**config.mk**
```make
export PLATFORM = sky130hd
export DESIGN_NAME = usb_rx_packet_ctrl
export DESIGN_NICKNAME = d
export VERILOG_FILES = /design/src/rtl/usb_rx_packet_ctrl.sv
export SDC_FILE = /design/constraint.sdc
export NUM_CORES = 1
export LEC_CHECK = 0
export ABC_CLOCK_PERIOD_IN_PS = 2500
export CORE_MARGIN = 2
export CORE_UTILIZATION = 57
export CTS_BUF_LIST = sky130_fd_sc_hd__clkbuf_16
export DETAILED_ROUTE_END_ITERATION = 6
export DONT_BUFFER_PORTS = 1
export PLACE_DENSITY = 0.8
export SYNTH_ARGS = -nofsm -noshare
export SYNTH_HDL_FRONTEND = slang
export SYNTH_SLANG_ARGS = --single-unit
```
**constraint.sdc**
```tcl
create_clock -name clk -period 2.5 [get_ports clk]
set_input_delay 0.5 -clock clk [delete_from_list [all_inputs] [get_ports clk]]
set_output_delay 0.5 -clock clk [all_outputs]
set_load 0.05 [all_outputs]
```
**src/rtl/usb_rx_packet_ctrl.sv**
```systemverilog
// usb_rx_packet_ctrl: USB receive bit-path sequencer (SYNC, destuff, bytes, framing).
// Ports: clk, nRST (async low); rx_bit/rx_valid/rx_se0 in; byte_out/byte_valid,
//        pkt_start/pkt_end/rx_error strobes, rx_active, byte_count out.
module usb_rx_packet_ctrl #(
  parameter int SYNC_MIN_ZEROS = 5,
  parameter int MAX_BYTES      = 1026
) (
  input  logic        clk,
  input  logic        nRST,
  input  logic        rx_bit,
  input  logic        rx_valid,
  input  logic        rx_se0,
  output logic [7:0]  byte_out,
  output logic        byte_valid,
  output logic        pkt_start,
  output logic        pkt_end,
  output logic        rx_error,
  output logic        rx_active,
  output logic [10:0] byte_count
);

  localparam logic [2:0]  ZMIN = 3'(SYNC_MIN_ZEROS);
  localparam logic [10:0] MAXB = 11'(MAX_BYTES);

  typedef enum logic [2:0] {
    S_IDLE,
    S_SYNC,
    S_DATA,
    S_EOP,
    S_ERR
  } state_t;

  state_t      state_q, state_d;
  logic [2:0]  zero_cnt_q, zero_cnt_d;
  logic [2:0]  one_cnt_q, one_cnt_d;
  logic [2:0]  bit_cnt_q, bit_cnt_d;
  logic [7:0]  shift_q, shift_d;
  logic [7:0]  byte_out_q, byte_out_d;
  logic        byte_valid_q, byte_valid_d;
  logic        pkt_start_q, pkt_start_d;
  logic        pkt_end_q, pkt_end_d;
  logic        rx_error_q, rx_error_d;
  logic        rx_active_q, rx_active_d;
  logic [10:0] byte_count_q, byte_count_d;
  logic [7:0]  shift_nxt;

  always_comb begin
    state_d      = state_q;
    zero_cnt_d   = zero_cnt_q;
    one_cnt_d    = one_cnt_q;
    bit_cnt_d    = bit_cnt_q;
    shift_d      = shift_q;
    byte_out_d   = byte_out_q;
    byte_count_d = byte_count_q;
    byte_valid_d = 1'b0;
    pkt_start_d  = 1'b0;
    pkt_end_d    = 1'b0;
    rx_error_d   = 1'b0;
    shift_nxt    = {rx_bit, shift_q[7:1]};
    if (rx_valid) begin
      unique case (state_q)
        S_IDLE: begin
          if (!rx_se0 && !rx_bit) begin
            state_d    = S_SYNC;
            zero_cnt_d = 3'd1;
          end
        end
        S_SYNC: begin
          if (rx_se0) begin
            state_d = S_IDLE;
          end else if (!rx_bit) begin
            if (zero_cnt_q != 3'd7) zero_cnt_d = zero_cnt_q + 3'd1;
          end else if (zero_cnt_q >= ZMIN) begin
            state_d      = S_DATA;
            pkt_start_d  = 1'b1;
            byte_count_d = '0;
            one_cnt_d    = 3'd1;
            bit_cnt_d    = '0;
          end else begin
            state_d = S_IDLE;
          end
        end
        S_DATA: begin
          if (rx_se0) begin
            // A pending stuff position at SE0 is not an error.
            state_d    = S_EOP;
            pkt_end_d  = 1'b1;
            rx_error_d = (bit_cnt_q != 3'd0);
          end else if (one_cnt_q == 3'd6) begin
            // Stuffed position: a 0 is dropped, a 1 is a stuff error.
            if (rx_bit) begin
              state_d    = S_ERR;
              rx_error_d = 1'b1;
            end else begin
              one_cnt_d = '0;
            end
          end else begin
            shift_d   = shift_nxt;
            bit_cnt_d = bit_cnt_q + 3'd1;
            one_cnt_d = rx_bit ? one_cnt_q + 3'd1 : 3'd0;
            if (bit_cnt_q == 3'd7) begin
              if (byte_count_q == MAXB) begin
                state_d    = S_ERR;
                rx_error_d = 1'b1;
              end else begin
                byte_out_d   = shift_nxt;
                byte_valid_d = 1'b1;
                byte_count_d = byte_count_q + 11'd1;
              end
            end
          end
        end
        S_EOP: begin
          if (!rx_se0) state_d = S_IDLE;
        end
        S_ERR: begin
          // After the SE0, EOP does the same wait-for-J, silently.
          if (rx_se0) state_d = S_EOP;
        end
        default: state_d = S_IDLE;
      endcase
    end
    rx_active_d = (state_d == S_DATA);
  end

  always_ff @(posedge clk or negedge nRST) begin
    if (!nRST) begin
      state_q      <= S_IDLE;
      zero_cnt_q   <= '0;
      one_cnt_q    <= '0;
      bit_cnt_q    <= '0;
      shift_q      <= '0;
      byte_out_q   <= '0;
      byte_valid_q <= 1'b0;
      pkt_start_q  <= 1'b0;
      pkt_end_q    <= 1'b0;
      rx_error_q   <= 1'b0;
      rx_active_q  <= 1'b0;
      byte_count_q <= '0;
    end else begin
      state_q      <= state_d;
      zero_cnt_q   <= zero_cnt_d;
      one_cnt_q    <= one_cnt_d;
      bit_cnt_q    <= bit_cnt_d;
      shift_q      <= shift_d;
      byte_out_q   <= byte_out_d;
      byte_valid_q <= byte_valid_d;
      pkt_start_q  <= pkt_start_d;
      pkt_end_q    <= pkt_end_d;
      rx_error_q   <= rx_error_d;
      rx_active_q  <= rx_active_d;
      byte_count_q <= byte_count_d;
    end
  end

  assign byte_out   = byte_out_q;
  assign byte_valid = byte_valid_q;
  assign pkt_start  = pkt_start_q;
  assign pkt_end    = pkt_end_q;
  assign rx_error   = rx_error_q;
  assign rx_active  = rx_active_q;
  assign byte_count = byte_count_q;

endmodule

```
## Yosys cells after proc, flatten, opt, wreduce, memory -nomap -nowiden

Cells that the tools add are included.

- Register bits: 44
- Bits of input ports: 5
- Output and inout port bits: 24
- Logic and storage cells: 114

- Add/sub/neg operators: 4
- Order comparisons: 1
- Eq/ne operators: 20
- Mux-type cells: 61
- Bitwise operators: 3
- Reductions and logical operators: 13

Operator list:

| operator | count |
|---|---|
| $mux 3 | 27 |
| $mux 11 | 7 |
| $pmux 11 s2 | 1 |
| $mux 1 | 21 |
| $ne 2x2->1 const B | 10 |
| $pmux 3 s2 | 3 |
| $pmux 3 s5 | 1 |
| $reduce_and 7->1 | 2 |
| $reduce_and 6->1 | 2 |
| $add 11x1->11 const B | 1 |
| $eq 11x11->1 const B | 1 |
| $add 3x1->3 const B | 3 |
| $eq 3x2->1 const B | 3 |
| $eq 3x3->1 const B | 3 |
| $reduce_and 9->1 | 1 |
| $ne 3x3->1 const B | 2 |
| $reduce_and 4->1 | 1 |
| $reduce_bool 2->1 | 2 |
| $eq 3x1->1 const B | 1 |
| $ge 3x3->1 const B | 1 |
| $logic_not 3->1 | 1 |
| $not 1->1 | 3 |
| $reduce_bool 3->1 | 1 |
| $logic_not 1->1 | 2 |
| other kinds (2) | 2 |

## Logic depth before layout (Yosys ltp)

- Depth in word-level cells: 8
- Gate-level depth with buffers: 8
- Mapped depth without buffers: 8

## Worst setup path before layout

Ideal clock, no wire load.

- Path type: register -> register
- Start: reg byte_count_q[0] (netlist: byte_count[0])
- End: reg byte_count_q[5] (netlist: byte_count[5])
- Setup time: 67 ps
- Arrival: 1977 ps
- Required time: 2433 ps
- Setup slack: 456 ps
- Cell stages (with the launch flop): 7
- Path buffers: 0
- Period minus slack after synthesis: 2044 ps
- Path through: dfrtp_1 -> inv_1 -> ha_1 -> a41oi_1 -> o211ai_4 -> or4_1 -> nand2_1

- Longest elaborated chain between the ends: 6
- Elaborated cells between the ends (all ways): 9
- Classes of those cells: add/sub: 1; eq/ne: 2; mux: 5; reduce/logical: 1

RTL lines:

| element | line | RTL |
|---|---|---|
| from (decl) | 44 | `logic [10:0] byte_count_q, byte_count_d;` |
| from (signal assigned) | 152 | `byte_count_q <= byte_count_d;` |
| $add 11x1->11 | 108 | `byte_count_d = byte_count_q + 11'd1;` |
| $mux 11 | 102 | `if (byte_count_q == MAXB) begin` |
| $mux 11 | 101 | `if (bit_cnt_q == 3'd7) begin` |
| $mux 11 | 89 | `end else if (one_cnt_q == 3'd6) begin` |
| $mux 11 | 84 | `if (rx_se0) begin` |
| $pmux 11 s2 | 61 | `unique case (state_q)` |

Parallel ways exist; a longest one is shown, timed or not. The select of a mux whose other input is x is not followed.
A chain may end at the register's enable or synchronous reset.

## Worst setup path in the final report

- Start: reg state_q[0]
- End: reg rx_active_q (netlist: rx_active)

- Elaborated cells between the ends (all ways): 18
- Classes of those cells: eq/ne: 5; mux: 12; reduce/logical: 1

RTL lines:

| element | line | RTL |
|---|---|---|
| from (decl) | 33 | `state_t state_q, state_d;` |
| from (signal assigned) | 141 | `state_q <= state_d;` |
| $eq 3x3->1 (tied with other cells) | 61 |  |
| $pmux 3 s5 * | 61 |  |
| $mux 3 * | 60 | `if (rx_valid) begin` |
| net state_d[1] | 33 |  |
| $eq 3x2->1 * | 123 | `rx_active_d = (state_d == S_DATA);` |
| net rx_active_d | 43 | `logic rx_active_q, rx_active_d;` |
| to (signal assigned) | 151 | `rx_active_q <= rx_active_d;` |
| to (decl) | 43 |  |

The timed path passes the listed nets; every way through them passes the cells marked *.

==> impl_metrics.yaml <==
timing:
  relSlewSlack_pct: 67.6
  hold_viol_final: 0
  setup_viol: 0
  finalCriticalPeriod_ns: 2.02
  max_freq_mhz: 494
  final.setup_skew_ns: 0.00436
  report.final.slew_viol_count: 0
  fin_tns_setup_ns: 0
  fin_crit_sh_pct: 81.0
  rsz0062_at_grt: "no"
  holdWs_ns: 0.0561
  worstMarginPinSlew_ns: 0.486
worst_setup_path:
  arrival_ns: 2.24
  cpPeakStageDelay_ns: 0.56
  required_ns: 2.72
  criticalPathCategory: "reg2reg"
  path_cells: "nor3b_2 > nand4_1 > inv_2 > a221oi_1 > o21ai_1 > o311a_1"
  startpoint_type: "flip-flop"
  end_kind: "flip-flop"
  cpLargestDelayFamily: "simple AND/OR/NAND/NOR gates"
  path_buf_inv: 1
  slowest_stage: "dfrtp_1"
  path_max_fanout: 11
power_and_ir_drop:
  peakVddDrop_mv: 0.528
  p_per_area_nw_per_um2: 790
  fin_total_pwr_mw: 1.97
  leakagePower_nw: 1.21
die:
  fp.dieW_um: 67.0
  die_h_um: 67.0
  initial_utilization_pct: 60.4
  pin_count: 29
  core-area_um2: 3740
  die_area_um2: 4480
  fp-row-count: 22
layout:
  drive_gt1_share_pct: 14.0
  fillers: 294
  layout.nets: 250
  finish.instance_area_um2: 2490
  n_antenna_cell: 0
  syn_to_final_growth_pct: 10.4
clock_tree:
  clock_latency_ns: 0.28
  htree_num_levels: 2
  cts_root_buf: "clkbuf_16"
  cts_hold_buf: 1
  cts-buffers-inserted: 5
  path_clk_slew_ns: 0.06
  ctsResizeCount: 0
  clkSinkCount: 43
  cts_tree: "built"
  clock_path_buffers: 2
  post-cts-setup-buffer-count: 0
detailed_routing:
  drc: 0
  first_pass_iters: 4
  wl_met1_mm: 1.95
  vias: 1645
  avgRoutedWirePerCell_um: 14.4
  top_layer_used: "met4"
  viasPerCell: 5.79
  drtAntennaViolNets: 0
  wl_mm: 4.09
  dr_wl_met3_um: 174
  wl_met2_mm: 1.90
  drt-initial-drc-count: 101
synthesis:
  seq_area_frac_synth_pct: 47.6
  synth.distinct_cells: 48
  yosys_warnings: 0
  yosysTopAreaCellShare_pct: 47.6
  synth_area_per_cell_um2: 10.1
  ys_ff_latch: 43
  synthArstFlopShare_pct: 100
  ys_top_cells_by_area: "dfrtp_1 48%, nand2_1 6.3%, ha_1 5.5%"
  netlist_area_um2: 2260
  yosysMostFrequentCell: "dfrtp_1"
  synthCells: 224
  synth_edf_count: 0
  netlist.top_cell.by_area: "dfrtp_1"
  synth_ff_type: "dfrtp_1"
  syn_nets: 239
  ys_top_cells_by_count: "43 x dfrtp_1, 38 x nand2_1, 12 x inv_1"
place:
  post-dp-hpwl_mm: 2.88
  portBuffers: 0
  place_congestion: 0.871
  placed_cell_area_um2: 2340
global_routing:
  grt_pass1_vias: 1576
  grt-ovfl-total: 0
  grt_pass1_wl_mm: 7.27
  grt_usage_pct: 21.7
  grt_max_degree: 44
  antenna_found_initial: 0
status:
  outcome: "completed"
flow_run:
  maxCapViolCount: 0
worst_hold_path:
  hp-class: "in2async"
-- worst paths after layout --
| path | slack [ns] | end | start | depth (start not counted) |
|---|---|---|---|---|
| worst max-delay path | 0.48 | rx_active$_DFF_PN0_ | state_q[0]$_DFF_PN0_ | 6 |
| worst min-delay path | 0.06 | pkt_start$_DFF_PN0_ | nRST | 1 |
| worst max register to register | 0.48 | rx_active$_DFF_PN0_ | state_q[0]$_DFF_PN0_ | 6 |
| worst min register to register | 0.48 | shift_q[1]$_DFFE_PN0P_ | shift_q[1]$_DFFE_PN0P_ | 2 |
| max in group asynchronous | 2.23 | byte_valid$_DFF_PN0_ | nRST | 1 |
| min in group clk | 0.31 | state_q[0]$_DFF_PN0_ | rx_valid | 1 |
-- layout by cell type, fill, tap and decap left out, drive strengths merged, types with 2 or more instances in the layout --
cell type,n
dfrtp,43
nand2,39
o21ai,19
inv,15
buf,13
a21oi,11
ha,10
nand3,8
mux2,8
nor2,7
or3,7
clkbuf,5
nand4,4
nand2b,4
nor3,4
a22o,4
o31ai,3
nand3b,2
and2,2
nor4,2
nand4b,2
a22oi,2
and3,2
nor3b,2
o211ai,2
-- cell families (layout without fill, tap and decap cells) --
logic type	Yosys count	count (layout)	synth area share, %
AO/OA/AOI/OAI	50	50	15.0
XOR/XNOR	1	1	0.388
adder cells (fa/ha/maj)	10	10	5.54
buffers and inverters	22	34	5.43
flip-flops	43	43	47.6
multiplexers	9	9	5.59
AND/OR/NAND/NOR	89	89	20.5
-- where the power goes --
group          internal [mW]  switching, mW
Sequential             0.817          0.163
Clock                  0.360          0.246
Combinational          0.177          0.206
Total                   1.35          0.616
-- through the flow --
| step | utilization (%) | setup slack [ns] | cells |
|---|---|---|---|
| 6_report | 66.6 | 0.475 | 284 |
| 5_1_grt | 66.6 | 0.314 | 284 |
| 4_1_cts | 66.6 | 0.474 | 284 |
| 3_5_place_dp | 62.4 | 0.527 | 275 |
| 3_3_place_gp | 62.4 | 0.555 | 275 |
| 2_1_floorplan | - | 0.456 | 224 |
-- per-layer routing --
layer  up-vias  GRT usage, %
li1        821             -
met1       789          30.7
met2        30          32.1
met3         5          5.91
met4         0          7.65
met5         -             0
-- sequential cells by signal, summed over array words and instances, names as in the netlist --
signal and flops:
byte_count 11, byte_out 8, shift_q 7, bit_cnt_q 3, one_cnt_q 3, state_q 3, zero_cnt_q 3, byte_valid 1
pkt_end 1, pkt_start 1, rx_active 1, rx_error 1
-- cell type report --
class	count	area [um2]	area share, %
inverters	13	48.8	1.96
well taps	48	60.1	2.41
flip-flops and latches	43	1080	43.2
repair buffers	13	110	4.42
clock buffers	5	125	5.02
multi-input cells	159	1060	42.5
clock inverters	3	12.5	0.502
Power figures use the tool's default switching activity.
